File: config.mk
export PLATFORM = sky130hd
export DESIGN_NAME = fetcher
export DESIGN_NICKNAME = d
export VERILOG_FILES = /design/src/rtl/fetcher.sv
export SDC_FILE = /design/constraint.sdc
export NUM_CORES = 1
export LEC_CHECK = 0
export CAP_MARGIN = 10
export CORE_ASPECT_RATIO = 1.2
export CORE_MARGIN = 3
export CORE_UTILIZATION = 54
export DETAILED_ROUTE_END_ITERATION = 7
export PLACE_DENSITY = 0.8
export SLEW_MARGIN = 25
export SYNTH_ARGS = -nofsm -noshare
export SYNTH_HDL_FRONTEND = slang
export SYNTH_SLANG_ARGS = --single-unit
File: constraint.sdc
create_clock -name clk -period 19.2 [get_ports clk]
set_input_delay 3.84 -clock clk [delete_from_list [all_inputs] [get_ports clk]]
set_output_delay 3.84 -clock clk [all_outputs]
set_load 0.1 [all_outputs]
File: src/rtl/fetcher.sv
// Instruction-fetch stage: owns the PC, drives a single-outstanding instruction bus,
// skid-buffers one response under decode stall and squashes stale fetches on redirect.
module fetcher #(
    parameter int               XLEN     = 64,
    parameter logic [XLEN-1:0]  RESET_PC = 64'h8000_0000
) (
    input  logic            clk,
    input  logic            reset,
    output logic            ireq_valid,
    output logic [XLEN-1:0] ireq_addr,
    input  logic            iresp_data_ok,
    input  logic [31:0]     iresp_data,
    input  logic            stall,
    input  logic            redirect_valid,
    input  logic [XLEN-1:0] redirect_pc,
    output logic            if_id_valid,
    output logic [31:0]     if_id_inst,
    output logic [XLEN-1:0] if_id_inst_pc,
    output logic [XLEN-1:0] if_id_inst_counter
);

    typedef enum logic [1:0] {IDLE, FETCH, HOLD, DRAIN} state_t;

    state_t          state, state_next;
    logic [XLEN-1:0] pc, pc_next;
    logic [XLEN-1:0] tgt, tgt_next;
    logic [XLEN-1:0] cnt;
    logic [31:0]     buf_inst;
    logic [XLEN-1:0] buf_pc;
    logic [XLEN-1:0] redir_pc;
    logic            capture;
    logic            deliver;
    logic            deliver_buf;
    logic            bubble;

    assign ireq_valid = (state == FETCH) || (state == DRAIN);
    assign ireq_addr  = pc;
    assign redir_pc   = redirect_pc & ~XLEN'(3);

    // NOTE: sequential state uses non-blocking assignments so every register samples pre-edge values.
    always_ff @(posedge clk or posedge reset) begin
        if (reset) state <= IDLE;
        else       state <= state_next;
    end

    // NOTE: every output of this block gets a default first, otherwise paths that skip an assignment infer latches.
    always_comb begin
        state_next  = state;
        pc_next     = pc;
        tgt_next    = tgt;
        capture     = 1'b0;
        deliver     = 1'b0;
        deliver_buf = 1'b0;
        bubble      = 1'b0;
        case (state)
            IDLE: begin
                state_next = FETCH;
                pc_next    = redirect_valid ? redir_pc : RESET_PC;
                bubble     = redirect_valid;
            end
            FETCH: begin
                if (redirect_valid) begin
                    bubble = 1'b1;
                    if (iresp_data_ok) begin
                        pc_next = redir_pc;
                    end else begin
                        tgt_next   = redir_pc;
                        state_next = DRAIN;
                    end
                end else if (iresp_data_ok) begin
                    pc_next = pc + XLEN'(4);
                    if (stall) begin
                        capture    = 1'b1;
                        state_next = HOLD;
                    end else begin
                        deliver = 1'b1;
                    end
                end else if (!stall) begin
                    bubble = 1'b1;
                end
            end
            HOLD: begin
                if (redirect_valid) begin
                    bubble     = 1'b1;
                    pc_next    = redir_pc;
                    state_next = FETCH;
                end else if (!stall) begin
                    deliver     = 1'b1;
                    deliver_buf = 1'b1;
                    state_next  = FETCH;
                end
            end
            DRAIN: begin
                // The stale request must still complete on the bus before fetching the target.
                if (redirect_valid) begin
                    bubble   = 1'b1;
                    tgt_next = redir_pc;
                end else begin
                    if (iresp_data_ok) begin
                        pc_next    = tgt;
                        state_next = FETCH;
                    end
                    bubble = !stall;
                end
            end
            default: state_next = IDLE;
        endcase
    end

    // NOTE: the skid buffer is reset with everything else; it is two registers, not a memory array.
    always_ff @(posedge clk or posedge reset) begin
        if (reset) begin
            pc                 <= RESET_PC;
            tgt                <= '0;
            cnt                <= '0;
            buf_inst           <= '0;
            buf_pc             <= '0;
            if_id_valid        <= 1'b0;
            if_id_inst         <= '0;
            if_id_inst_pc      <= '0;
            if_id_inst_counter <= '0;
        end else begin
            pc  <= pc_next;
            tgt <= tgt_next;
            if (capture) begin
                buf_inst <= iresp_data;
                buf_pc   <= pc;
            end
            if (deliver) begin
                if_id_valid        <= 1'b1;
                if_id_inst         <= deliver_buf ? buf_inst : iresp_data;
                if_id_inst_pc      <= deliver_buf ? buf_pc : pc;
                if_id_inst_counter <= cnt;
                cnt                <= cnt + XLEN'(1);
            end else if (bubble) begin
                if_id_valid <= 1'b0;
            end
        end
    end

endmodule
==> results of run 1 <==
## power breakdown
part | switching [mW] | internal, mW | total, mW
sequential | 0.329 | 1.27 | 1.60
combinational | 1.96 | 0.768 | 2.73
clock | 0.367 | 0.565 | 0.933
## registers in the layout, indices dropped and copies added, names as in the netlist
signal / count
cnt: 64
if_id_inst_counter: 64
if_id_valid: 1
if_id_inst_pc: 62
buf_pc: 62
buf_inst: 32
tgt: 62
if_id_inst: 32
ireq_addr: 62
state: 2
## how the worst min path moves through the flow
stage / startpoint / endpoint / slack, ns
2_1_floorplan: cnt[51]$_DFFE_PP0P_ / if_id_inst_counter[51]$_DFFE_PP0P_ / 0.44
3_3_place_gp: cnt[51]$_DFFE_PP0P_ / if_id_inst_counter[51]$_DFFE_PP0P_ / 0.46
3_5_place_dp: if_id_inst_counter[21]$_DFFE_PP0P_ / if_id_inst_counter[21]$_DFFE_PP0P_ / 0.46
4_1_cts: if_id_inst_counter[32]$_DFFE_PP0P_ / if_id_inst_counter[32]$_DFFE_PP0P_ / 0.48
5_1_grt: if_id_inst_counter[4]$_DFFE_PP0P_ / if_id_inst_counter[4]$_DFFE_PP0P_ / 0.49
6_report: if_id_inst_counter[32]$_DFFE_PP0P_ / if_id_inst_counter[32]$_DFFE_PP0P_ / 0.47
## critical path, delay by kind of cell
kind                   cells  cell delay [ns]
buffers and inverters      4             1.67
multiplexers               1             0.39
AND/OR/NAND/NOR            2             1.24
## cell usage after synthesis (7+ instances only)
cell type	n
a21o_1	9
and4_1	7
nand4_1	41
xnor2_1	56
and3_1	25
a221o_1	9
a221oi_1	31
nor4_1	13
nand3_1	54
a21oi_1	80
clkbuf_1	100
nor2_1	72
mux2i_1	97
dfrtp_1	442
and2_1	7
a22o_1	11
o21ai_0	170
buf_1	19
nor2b_1	7
a22oi_1	24
buf_2	14
xor2_1	23
inv_1	24
nand2_1	398
mux2_2	147
nor3_1	25
## logic make-up after synthesis
family / after synthesis / synth area share [%]
AOI/OAI and AO/OA: 410 / 12.5
xor gates and xnor gates: 79 / 3.31
adders and majority gates: 6 / 0.359
buffers and inverters: 167 / 3.24
DFF: 443 / 53.0
muxes: 244 / 12.6
other: 1 / 0.0179
and+or+nand+nor: 682 / 15.0
## area by class of cell
cell class / count / area (um^2)
fill: 2861 / 12000
inverter: 24 / 97.6
multi-input combinational: 1425 / 9230
clock buffer: 68 / 1390
sequential: 443 / 11100
timing repair buffer: 343 / 3420
clock inverter: 16 / 211
tap: 480 / 601
## metrics by stage
step	cell area [um^2]	util, %	hold slack (ns)	power [mW]	cells
2_1_floorplan	20900	-	0.439	3.57	2035
3_3_place_gp	24400	64.1	0.456	4.22	2714
3_5_place_dp	24400	64.1	0.463	4.30	2714
4_1_cts	26000	68.3	0.477	5.24	2798
5_1_grt	26000	68.4	0.492	5.48	2799
6_report	26000	68.4	0.470	5.26	2799
## routing by layer
metal	wire length [um]	global-route usage [%]	share of wire, %	vias to the layer above
li1	-	-	-	7694
met1	23000	37.4	39	8441
met2	27600	44.1	47	831
met3	4960	5.50	8.5	204
met4	3000	12.7	5.1	0
met5	0	0	0	-
==> flow_metrics.py, run 1 <==
metrics = {
    "run_status": {
        "status": "finished clean",
    },
    "timing": {
        "setup_ws_ns": 12.40,
        "finalHoldViolations": 0,
        "fin_crit_sh_pct": 35.4,
        "worst_pin_slew_ns": 1.09,
        "relSlewSlack_pct": 27.1,
        "final-max-slew-violation-count": 0,
        "setup-tns-final_ns": 0,
        "fmax_mhz": 147,
        "skew_ns": 0.0193,
        "min_period_ns": 6.80,
        "rsz0062_at_grt": "false",
        "finalSetupViolations": 0,
    },
    "floorplan": {
        "die_w_um": 186,
        "die-area_um2": 41100,
        "coreArea_um2": 38100,
        "io_pins": 327,
        "floorplan.initialDensity_pct": 54.9,
        "rows": 78,
        "fp.dieH_um": 222,
    },
    "synth": {
        "synth_area_um2": 20900,
        "synth_edf_count": 0,
        "async_flop_share_pct": 100,
        "synth_top_area_share_pct": 52.9,
        "synthFlopType": "dfrtp_1",
        "yosys-top-cells-area": "dfrtp_1 (53%), mux2_2 (7.9%), nand2_1 (7.1%)",
        "yosysWarningCount": 0,
        "ys_seq_area_share_pct": 53.0,
        "synth_cells": 2032,
        "ys_types": 74,
        "syn_area_per_cell_um2": 10.3,
        "synth-seq-cells": 443,
        "synth_top_area_cell": "dfrtp_1",
    },
    "layout": {
        "nNetsFinal": 2389,
        "syn2layout_area_growth_pct": 24.4,
        "final_cell_mix": "dfrtp_1 (442), nand2_1 (398), clkdlybuf4s50_1 (320)",
        "final_layout_size_suffix_gt1_share_pct": 12.2,
        "n_antenna_cell": 0,
        "mostFrequentLayoutCell": "dfrtp_1",
    },
    "power_and_ir_drop": {
        "power.density_nw_per_um2": 202,
        "ir_drop_v": 0.000153,
        "p_leak_nw": 11.2,
    },
    "setup_path": {
        "path_max_fanout": 57,
        "critical_path_class": "in -> reg",
        "end_kind": "register",
        "cp.required_ns": 19.64,
        "path_cells": "clkdlybuf4s50_1, buf_4, nor2b_1, buf_4, nand3_4, buf_4, mux2_2",
        "crit_start": "redirect_valid",
        "crit_top_cell": "buf_4",
        "worstPathArrival_ns": 7.24,
        "rr_worst_depth": 8,
        "crit_end": "buf_pc[5]$_DFFE_PP0P_",
        "cpMaxStageDelayCell": "nor2b_1",
        "timing.rr.start": "state[1]$_DFFE_PP0P_",
        "start_kind": "input port",
        "max_stage_delay_ns": 0.71,
        "r2r_end": "buf_pc[5]$_DFFE_PP0P_",
        "regToRegSetupSlack_ns": 15.36,
    },
    "detailed_routing": {
        "ant_nets": 0,
        "viasPerCell": 6.13,
        "drcViolationCount": 0,
        "drtIter0Drc": 2325,
        "vias": 17200,
        "wire_per_inst_um": 20.9,
        "finalWirelength_um": 58600,
        "drtPass1Iterations": 6,
    },
    "worst_hold_path": {
        "hold_depth": 2,
        "hold_class": "reg -> reg",
    },
    "clock_tree": {
        "clkSlewWorstSetupHoldPaths_ns": 0.06,
        "cts_resized": 0,
        "cts_tree": "yes",
        "cts_buffers": 45,
        "postCtsHoldBufs": 0,
        "cts-root-buf": "clkbuf_16",
        "clock-sinks": 443,
        "h-tree-depth": 2,
        "clk_path_buf_depth": 3,
        "worstSkewPairLatency_ns": 0.56,
        "post_cts_buffers": 0,
    },
    "place": {
        "io_buffers": 320,
        "pre_cts_slack_ns": 11.90,
        "routabilityCongestion": 0.927,
        "hpwl_um": 38900,
    },
    "global_route": {
        "antenna_found_initial": 0,
        "grt_pass1_wl_um": 92300,
        "grt_max_degree": 176,
        "overflow": 0,
        "grt_use_total_pct": 27.9,
        "grt_pass1_vias": 16800,
    },
    "job": {
        "maxCapViolCount": 0,
    },
}
No activity file was read; power rests on OpenSTA's default activity.
==> inputs of run 2 (changes only) <==
--- a/config.mk
+++ b/config.mk
@@ -8,9 +8,9 @@
 export CAP_MARGIN = 10
 export CORE_ASPECT_RATIO = 1.2
 export CORE_MARGIN = 3
-export CORE_UTILIZATION = 54
+export CORE_UTILIZATION = 49
 export DETAILED_ROUTE_END_ITERATION = 7
-export PLACE_DENSITY = 0.8
+export PLACE_DENSITY = 0.77
 export SLEW_MARGIN = 25
 export SYNTH_ARGS = -nofsm -noshare
 export SYNTH_HDL_FRONTEND = slang
==> constraint.sdc (replaced) <==
create_clock -name clk -period 5.6 [get_ports clk]
set_input_delay 1.12 -clock clk [delete_from_list [all_inputs] [get_ports clk]]
set_output_delay 1.12 -clock clk [all_outputs]
set_load 0.1 [all_outputs]
==> flow_metrics.py, run 2 (synthesized netlist as in run 1, its figures left out) <==
metrics = {
    "setup_path": {
        "cpMaxStageDelayCell": "clkdlybuf4s50_1",
        "max_stage_delay_ns": 1.14,
        "crit_family": "buffers and inverters",
        "path_cells": "inv_1, ha_1, buf_4, or2_2, clkdlybuf4s50_1",
        "cp.required_ns": 4.48,
        "critical_path_class": "reg -> out",
        "end_kind": "output port",
        "start_kind": "register",
        "worstPathArrival_ns": 2.93,
        "path_max_fanout": 25,
        "worst-path-buf-inv": 3,
    },
    "timing": {
        "relSlewSlack_pct": 25.3,
        "fin_crit_sh_pct": 72.3,
        "fmax_mhz": 247,
        "finalHoldViolations": 0,
        "worst_pin_slew_ns": 1.12,
        "skew_ns": 0.0445,
        "setup-tns-final_ns": 0,
        "min_period_ns": 4.05,
        "final-max-slew-violation-count": 0,
        "setup_ws_ns": 1.55,
        "rsz0062_at_grt": "false",
        "finalSetupViolations": 0,
    },
    "power_and_ir_drop": {
        "clkPwrFrac_pct": 17.4,
        "p_leak_nw": 11.2,
        "power.density_nw_per_um2": 687,
        "switching_share_pct": 50.7,
        "p_total_mw": 17.9,
        "p_comb_share_pct": 52.0,
        "seqPwrFrac_pct": 30.6,
        "p_int_mw": 8.82,
        "p_sw_mw": 9.08,
        "ir_drop_v": 0.000737,
    },
    "floorplan": {
        "io_pins": 327,
        "rows": 82,
        "fp.dieH_um": 232,
        "die_w_um": 195,
        "coreArea_um2": 42000,
        "die-area_um2": 45200,
        "floorplan.initialDensity_pct": 49.8,
    },
    "detailed_routing": {
        "drtIter0Drc": 1554,
        "wire_per_inst_um": 20.5,
        "ant_nets": 0,
        "vias": 17000,
        "finalWirelength_um": 58900,
        "drtPass1Iterations": 8,
        "viasPerCell": 5.94,
        "drcViolationCount": 0,
    },
    "place": {
        "io_buffers": 320,
        "hpwl_um": 39900,
        "routabilityCongestion": 0.907,
        "pre_cts_slack_ns": 1.43,
    },
    "clock_tree": {
        "cts-root-buf": "clkbuf_16",
        "clk_path_buf_depth": 3,
        "clkSlewWorstSetupHoldPaths_ns": 0.07,
        "post_cts_buffers": 0,
        "cts_buffers": 45,
        "postCtsHoldBufs": 0,
        "worstSkewPairLatency_ns": 0.57,
        "cts_resized": 0,
        "cts_tree": "yes",
        "h-tree-depth": 2,
        "clock-sinks": 443,
    },
    "global_route": {
        "antenna_found_initial": 1,
        "grt_pass1_wl_um": 92200,
        "grt_use_total_pct": 25.4,
        "grt_busiest_layer": "met2",
        "grt_use_met3_pct": 4.40,
        "grt_pass1_vias": 16800,
        "grt_max_degree": 260,
        "overflow": 0,
        "grtUsageMet1_pct": 33.1,
        "use_met2_pct": 41.0,
    },
    "layout": {
        "multi_input_area_um2": 9210,
        "mostFrequentLayoutCell": "dfrtp_1",
        "final_layout_size_suffix_gt1_share_pct": 12.2,
        "syn2layout_area_growth_pct": 24.7,
        "final_cell_mix": "dfrtp_1 (442), nand2_1 (398), clkdlybuf4s50_1 (320)",
        "filler_cell_count": 3316,
        "ff_latch_area_um2": 11100,
        "nNetsFinal": 2394,
        "top_regs": "cnt x64, if_id_inst_counter x64",
        "final_core_util_pct": 62.1,
    },
    "run_status": {
        "status": "finished clean",
    },
    "job": {
        "maxCapViolCount": 0,
    },
    "worst_hold_path": {
        "hold_class": "reg -> reg",
    },
}
==> run 2: changes by cell type in the layout (fill, tap and decap cells not counted), moves of 2 or more <==
cell	previous run	this run
buf_6	2	0
clkinvlp_4	1	3
buf_4	19	24
clkbuf_8	13	7
buf_12	1	4
==> run 2: path summary, 6_finish.rpt <==
path / start / to / slack [ns] / cells after the start
max: state[1]$_DFFE_PP0P_ / ireq_valid / 1.55 / 5
min: cnt[51]$_DFFE_PP0P_ / if_id_inst_counter[51]$_DFFE_PP0P_ / 0.47 / 2
max reg2reg: state[0]$_DFFE_PP0P_ / ireq_addr[50]$_DFFE_PP0P_ / 2.22 / 8
min reg2reg: cnt[51]$_DFFE_PP0P_ / if_id_inst_counter[51]$_DFFE_PP0P_ / 0.47 / 2
max in group asynchronous: reset / ireq_addr[48]$_DFFE_PP0P_ / 3.31 / 3
min in group asynchronous: reset / tgt[18]$_DFFE_PP0P_ / 1.06 / 2
==> run 2: worst reg2reg max path: stages (launching register included) <==
cell,delay [ns]
dfrtp_1,0.42
inv_1,0.12
ha_2,0.80
inv_1,0.51
a21o_1,0.68
a22oi_1,0.34
nor2_1,0.07
a21oi_1,0.15
o311ai_0,0.14
==> run 2: per-stage QoR <==
stage | instance area, um^2 | cells | hold slack (ns)
final | 26100 | 2869 | 0.467
after global routing | 26100 | 2868 | 0.492
after CTS | 26100 | 2868 | 0.470
after detailed placement | 24500 | 2786 | 0.454
after global placement | 24500 | 2786 | 0.459
after floorplan | 20900 | 2035 | 0.439
==> run 2: metal layers <==
layer  wire length, um  share of wire (%)
met2             27400                 47
met3              4980                8.4
met5                 0                  0
met4              3390                5.8
met1             23200                 39
==> run 2: area by class of cell <==
class	count	area share (%)
clock inverters	20	0.965
clock buffers	62	4.91
inverters	24	0.360
repair buffers	348	13.3
flip-flops and latches	443	42.5
well taps	546	2.62
diodes	1	0.00960
multi-input cells	1425	35.3
==> run 2: power groups by stage <==
stage                     combinational, mW  sequential (mW)  clock [mW]
after floorplan                        3.20             9.05           0
after global placement                 9.10             5.42           0
after detailed placement               9.26             5.50           0
after CTS                              9.29             5.45        3.18
after global routing                   9.76             5.62        3.30
final                                  9.31             5.48        3.12
